--- src/rtl/eq_pkg.sv ---
// Shared constants, FSM state type and the audio saturation helper for the
// equalizer band scheduler.
package eq_pkg;

  localparam int AUD_W     = 16;
  localparam int POT_W     = 12;
  localparam int NUM_BANDS = 5;
  localparam int ACC_W     = AUD_W + 3;

  localparam logic [AUD_W-1:0] SAT_MAX = 16'h7FFF;
  localparam logic [AUD_W-1:0] SAT_MIN = 16'h8000;

  typedef enum logic [1:0] {
    IDLE  = 2'd0,
    ISSUE = 2'd1,
    DRAIN = 2'd2
  } state_t;

  // Clip an accumulator-width value into the signed audio range.
  function automatic logic signed [AUD_W-1:0] sat_aud(input logic signed [ACC_W-1:0] v);
    logic [ACC_W-AUD_W:0] hi;
    hi = v[ACC_W-1:AUD_W-1];
    if ((&hi) || !(|hi)) return v[AUD_W-1:0];
    else if (v[ACC_W-1]) return SAT_MIN;
    else return SAT_MAX;
  endfunction

endpackage

--- src/rtl/eq_gain_pipe.sv ---
// Two-stage pot-squared gain scaler: stage 1 squares the pot, stage 2 applies
// the gain to the sample; the result is taken from the stage-2 register.
module eq_gain_pipe
  import eq_pkg::*;
(
  input  logic                    clk,
  input  logic                    rst_n,
  input  logic                    in_vld_i,
  input  logic signed [AUD_W-1:0] aud_i,
  input  logic        [POT_W-1:0] pot_i,
  output logic                    s1_vld_o,
  output logic                    res_vld_o,
  output logic signed [AUD_W-1:0] res_o
);

  localparam int PROD_W = AUD_W + POT_W + 1;

  logic        [2*POT_W-1:0] sq;
  logic        [POT_W-1:0]   gain_q;
  logic signed [AUD_W-1:0]   aud1_q;
  logic signed [PROD_W-1:0]  prod_d, prod_q;
  logic                      vld1_q, vld2_q;
  logic        [PROD_W-AUD_W-10:0] prod_hi;

  assign sq     = (2*POT_W)'(pot_i) * (2*POT_W)'(pot_i);
  assign prod_d = PROD_W'($signed({1'b0, gain_q})) * PROD_W'(aud1_q);

  // Data path carries no reset; only the valid bits are cleared.
  always_ff @(posedge clk) begin
    gain_q <= sq[2*POT_W-1:POT_W];
    aud1_q <= aud_i;
    prod_q <= prod_d;
  end

  always_ff @(posedge clk) begin
    if (!rst_n) begin
      vld1_q <= 1'b0;
      vld2_q <= 1'b0;
    end else begin
      vld1_q <= in_vld_i;
      vld2_q <= vld1_q;
    end
  end

  assign prod_hi = prod_q[PROD_W-1:AUD_W+9];

  always_comb begin
    res_o = prod_q[AUD_W+9:10];
    if (!((&prod_hi) || !(|prod_hi))) res_o = prod_q[PROD_W-1] ? SAT_MIN : SAT_MAX;
  end

  assign s1_vld_o  = vld1_q;
  assign res_vld_o = vld2_q;

endmodule

--- src/rtl/eq_band_sched.sv ---
// Captures all band samples/pots on vld, streams one band per cycle through the
// shared gain scaler and emits the saturated mix of the scaled results.
module eq_band_sched
  import eq_pkg::*;
(
  input  logic                           clk,
  input  logic                           rst_n,
  input  logic                           vld,
  input  logic [NUM_BANDS*AUD_W-1:0]     band_aud,
  input  logic [NUM_BANDS*POT_W-1:0]     band_pot,
  output logic signed [AUD_W-1:0]        aud_out,
  output logic                           out_vld,
  output logic                           busy,
  output logic                           overrun,
  output state_t                         state_dbg
);

  localparam int                IDX_W    = $clog2(NUM_BANDS);
  localparam logic [IDX_W-1:0]  LAST_IDX = IDX_W'(NUM_BANDS - 1);

  state_t                       state_q, state_d;
  logic [IDX_W-1:0]             idx_q, idx_d;
  logic [NUM_BANDS*AUD_W-1:0]   aud_h_q, aud_h_d;
  logic [NUM_BANDS*POT_W-1:0]   pot_h_q, pot_h_d;
  logic signed [ACC_W-1:0]      acc_q, acc_d;
  logic signed [AUD_W-1:0]      aud_out_q, aud_out_d;
  logic                         out_vld_q, out_vld_d;
  logic                         overrun_q, overrun_d;

  logic                         issue_vld;
  logic signed [AUD_W-1:0]      issue_aud;
  logic        [POT_W-1:0]      issue_pot;
  logic                         s1_vld, res_vld, last_res;
  logic signed [AUD_W-1:0]      res;
  logic signed [ACC_W-1:0]      sum;

  assign issue_vld = (state_q == ISSUE);
  assign issue_aud = aud_h_q[idx_q*AUD_W +: AUD_W];
  assign issue_pot = pot_h_q[idx_q*POT_W +: POT_W];

  eq_gain_pipe u_gain (
    .clk       (clk),
    .rst_n     (rst_n),
    .in_vld_i  (issue_vld),
    .aud_i     (issue_aud),
    .pot_i     (issue_pot),
    .s1_vld_o  (s1_vld),
    .res_vld_o (res_vld),
    .res_o     (res)
  );

  assign sum = acc_q + ACC_W'(res);
  // Once issuing stops, the final result is the one leaving stage 2 with stage 1 empty.
  assign last_res = (state_q == DRAIN) && res_vld && !s1_vld;

  always_comb begin
    state_d   = state_q;
    idx_d     = idx_q;
    aud_h_d   = aud_h_q;
    pot_h_d   = pot_h_q;
    acc_d     = acc_q;
    aud_out_d = aud_out_q;
    out_vld_d = 1'b0;
    overrun_d = overrun_q;

    if (vld && state_q != IDLE) overrun_d = 1'b1;
    if (res_vld) acc_d = sum;
    if (last_res) begin
      aud_out_d = sat_aud(sum);
      out_vld_d = 1'b1;
    end

    case (state_q)
      IDLE: begin
        if (vld) begin
          aud_h_d = band_aud;
          pot_h_d = band_pot;
          acc_d   = '0;
          idx_d   = '0;
          state_d = ISSUE;
        end
      end
      ISSUE: begin
        idx_d = idx_q + 1'b1;
        if (idx_q == LAST_IDX) begin
          idx_d   = '0;
          state_d = DRAIN;
        end
      end
      DRAIN: begin
        if (!s1_vld) state_d = IDLE;
      end
      default: state_d = IDLE;
    endcase
  end

  always_ff @(posedge clk) begin
    if (!rst_n) begin
      state_q   <= IDLE;
      idx_q     <= '0;
      aud_h_q   <= '0;
      pot_h_q   <= '0;
      acc_q     <= '0;
      aud_out_q <= '0;
      out_vld_q <= 1'b0;
      overrun_q <= 1'b0;
    end else begin
      state_q   <= state_d;
      idx_q     <= idx_d;
      aud_h_q   <= aud_h_d;
      pot_h_q   <= pot_h_d;
      acc_q     <= acc_d;
      aud_out_q <= aud_out_d;
      out_vld_q <= out_vld_d;
      overrun_q <= overrun_d;
    end
  end

  assign aud_out   = aud_out_q;
  assign out_vld   = out_vld_q;
  assign busy      = (state_q != IDLE);
  assign overrun   = overrun_q;
  assign state_dbg = state_q;

endmodule

--- config.mk ---
export PLATFORM = sky130hd
export DESIGN_NAME = eq_band_sched
export DESIGN_NICKNAME = d
export VERILOG_FILES = /design/src/rtl/eq_pkg.sv /design/src/rtl/eq_gain_pipe.sv /design/src/rtl/eq_band_sched.sv
export SDC_FILE = /design/constraint.sdc
export NUM_CORES = 1
export LEC_CHECK = 0
export CORE_ASPECT_RATIO = 0.6
export CORE_MARGIN = 2
export CORE_UTILIZATION = 55
export CTS_CLUSTER_DIAMETER = 100
export DETAILED_ROUTE_END_ITERATION = 10
export PLACE_DENSITY = 0.78
export SETUP_SLACK_MARGIN = 0.05
export SLEW_MARGIN = 20
export SYNTH_ARGS = -nofsm -noshare
export SYNTH_HDL_FRONTEND = slang
export SYNTH_SLANG_ARGS = --single-unit
--- constraint.sdc ---
create_clock -name clk -period 11.3 [get_ports clk]
set_input_delay 2.825 -clock clk [delete_from_list [all_inputs] [get_ports clk]]
set_output_delay 2.825 -clock clk [all_outputs]
set_load 0.02 [all_outputs]
==> results.py <==
metrics = {
    "run_status": {
        "outcome": "finished, final reports clean",
    },
    "power": {
        "totalPowerFinal_w": 0.00304,
        "vdd_drop_max_v": 0.000120,
        "p_int_w": 0.00187,
        "netSwitchingFraction": 0.384,
        "power_switching_w": 0.00117,
        "pwr-share-clk": 0.293,
        "power.share.sequential": 0.329,
        "p_comb_frac": 0.378,
        "leakage_nw": 10.4,
        "powerDensity_nw_per_um2": 133,
    },
    "route": {
        "dr.first_iter.drc_count": 1398,
        "firstDrtPassIters": 6,
        "ant_nets": 0,
        "num_vias": 15700,
        "vias_per_cell": 5.49,
        "route.detailed.drc": 0,
        "wire_per_inst_um": 17.6,
        "totalWireLength_mm": 50.3,
    },
    "sta": {
        "setup_violations": 0,
        "report.final.slew_viol_count": 0,
        "skew_ps": 18.4,
        "finalCritPeriodShare": 0.692,
        "setup_tns_ps": 0,
        "rsz0062_at_grt": "false",
        "final.min_clock_period_ps": 7820,
        "tightest_slew_ps": 1070,
        "fmax_mhz": 128,
        "max-slew-margin-rel": 0.285,
        "hold_viol": 0,
    },
    "worst_setup_path": {
        "startpoint": "idx_q[2]$_SDFFE_PN0P_",
        "cp.required_ps": 11780,
        "worstSetupPathType": "reg -> reg",
        "cp-end-kind": "flip-flop",
        "crit_path_start_kind": "flip-flop",
        "cp.arrival_ps": 8290,
        "r2r-start": "idx_q[2]$_SDFFE_PN0P_",
        "critical_path_peak_fanout": 23,
    },
    "clock_tree": {
        "post_cts_buffers": 0,
        "cts_hold_buf": 0,
        "cts_buffers": 25,
        "htree_levels": 1,
        "root_buffer": "clkbuf_16",
        "post_cts_resized": 0,
        "tritoncts": "yes",
        "clk_pin_slew_ps": 60,
        "clock_latency_ps": 560,
        "numClockSinks": 231,
        "cts_buffer_depth": 3,
    },
    "yosys": {
        "postSynthAreaPerCell_sq_um": 8.83,
        "syn_nets": 2821,
        "synth-seq-cells": 231,
        "ys.flop_type": "dfxtp_1",
        "synth.distinct_cells": 69,
        "syn_area_sq_um": 20200,
        "ys_async_sr_fraction": 0,
        "syn_inst": 2286,
        "synth_edf_count": 0,
        "seq_area_frac_synth": 0.229,
        "yosysWarnings": 0,
    },
    "global_routing": {
        "grt_overflow_total": 0,
        "grt_pass1_vias": 15900,
        "track_usage": 0.268,
        "grt_pass1_wl_mm": 82.3,
        "grt_max_degree": 122,
        "antenna_found_initial": 0,
    },
    "floorplan": {
        "die_h_um": 152,
        "die_width_um": 251,
        "start_util": 0.556,
        "ios": 164,
        "dieArea_sq_um": 38300,
        "rows": 54,
        "core-area_sq_um": 36300,
    },
    "placement": {
        "place_congestion": 0.922,
        "port_buffers": 163,
        "dp_hpwl_mm": 40.1,
    },
    "cells_and_area": {
        "nets": 2906,
        "area_growth_pct": 13.7,
        "final_cell_mix": "nand2_1, inv_1, fa_1",
        "n_fill_cell": 2960,
        "n_antenna_cell": 0,
        "drive_gt1_frac": 0.0477,
        "final_common_cell": "nand2_1",
    },
    "flow_run": {
        "maxCapViolations": 0,
    },
    "min_path": {
        "hold_class": "reg -> reg",
        "hp-start": "aud_h_q[63]$_SDFFE_PN0P_",
    },
}
sequential cells by signal, summed over array words and instances, names as in the netlist, 2 cells and up:
register and cells:
aud_h_q 80, state_dbg 2, acc_q 19, aud_out 16, idx_q 3, pot_h_q 60, u_gain.gain_q 12, u_gain.aud1_q 16
u_gain.prod_q 19
area by class of cell:
class                      count  area [sq um]  area share
tap                          476           596      0.0259
clock buffer                  33           706      0.0307
sequential                   231          4630       0.202
timing repair buffer         176          1730      0.0754
clock inverter                11           179     0.00779
inverter                     351          1320      0.0574
multi-input combinational   1586         13800       0.601
power groups by stage:
stage          clock (W)  sequential [W]  combinational, W
5_1_grt         0.000933         0.00101           0.00129
3_5_place_dp           0         0.00101           0.00113
3_3_place_gp           0         0.00101           0.00109
2_1_floorplan          0        0.000942          0.000845
6_report        0.000891         0.00100           0.00115
4_1_cts         0.000902        0.000996           0.00114
synthesized netlist by cell type (4+ instances only):
cell type / number / area (sq um)
a211oi_1: 20 / 150
a21boi_0: 143 / 1070
a21o_1: 12 / 90.1
a21oi_1: 51 / 255
a22o_1: 16 / 140
a22oi_1: 6 / 45.0
and2_1: 86 / 538
buf_1: 5 / 18.8
buf_2: 8 / 40.0
clkbuf_1: 103 / 387
dfxtp_1: 231 / 4620
fa_1: 255 / 5100
ha_1: 137 / 1710
inv_1: 351 / 1320
mux2_2: 9 / 101
mux2i_1: 19 / 190
mux4_2: 22 / 495
nand2_1: 441 / 1660
nand2b_1: 12 / 75.1
nand3_1: 10 / 50.1
nand4_1: 5 / 31.3
nor2_1: 120 / 450
nor2b_1: 12 / 75.1
nor3_1: 16 / 80.1
nor4_1: 5 / 31.3
o21a_1: 14 / 105
o21ai_0: 42 / 210
o21bai_1: 4 / 30.0
o31a_1: 4 / 35.0
o31ai_1: 5 / 37.5
or2_2: 14 / 87.6
xnor2_1: 42 / 368
xor2_1: 15 / 131
through the flow:
stage                     instance area [sq um]   util  cells  hold slack [ps]  setup slack [ps]
after floorplan                           20200      -   2286              440              4650
after global placement                    22100  0.608   2818              450              3950
after detailed placement                  22100  0.608   2818              456              3610
after CTS                                 22900  0.632   2862              465              3580
after global routing                      23000  0.633   2864              484              2900
final                                     23000  0.633   2864              462              3480
cells by family after synthesis:
| group | after synthesis | share of synthesized area |
|---|---|---|
| buffers and inverters | 469 | 0.0879 |
| DFF | 231 | 0.229 |
| muxes | 50 | 0.0390 |
| xor gates and xnor gates | 57 | 0.0247 |
| AOI/OAI and AO/OA | 348 | 0.123 |
| and+or+nand+nor | 739 | 0.159 |
| adders and majority gates | 392 | 0.338 |
path summary, 6_finish.rpt:
kind                                                  end  slack [ps]  cells past startpoint
worst min register to register   aud_h_q[63]$_SDFFE_PN0P_         460                      2
worst max register to register  u_gain.gain_q[11]$_DFF_P_        3480                     26
worst min-delay path             aud_h_q[63]$_SDFFE_PN0P_         460                      2
worst max-delay path            u_gain.gain_q[11]$_DFF_P_        3480                     26
per-layer routing:
| layer | vias to the layer above | routed length [um] | global-route usage |
|---|---|---|---|
| li1 | 7365 | - | - |
| met1 | 7722 | 23800 | 0.421 |
| met2 | 573 | 21400 | 0.386 |
| met3 | 68 | 4360 | 0.0468 |
| met4 | 0 | 838 | 0.0524 |
| met5 | - | 0 | 0 |
worst max-delay path: stages (launching register included):
cell and delay [ps]:
dfxtp_1 610, inv_1 460, nor3_2 770, buf_4 330
nand2_1 90, o21a_1 270, inv_1 170, nand2_1 110
inv_1 100, fa_1 420, fa_1 510, inv_1 50
fa_1 530, inv_1 50, fa_1 470, inv_1 40
fa_1 470, inv_1 40, ha_1 270, nand4_1 120
o21bai_1 100, o31ai_1 530, o311ai_2 290, a211oi_1 410
o31ai_1 160, a21oi_1 200, xnor2_1 140
No activity file was read; power rests on OpenSTA's default activity.
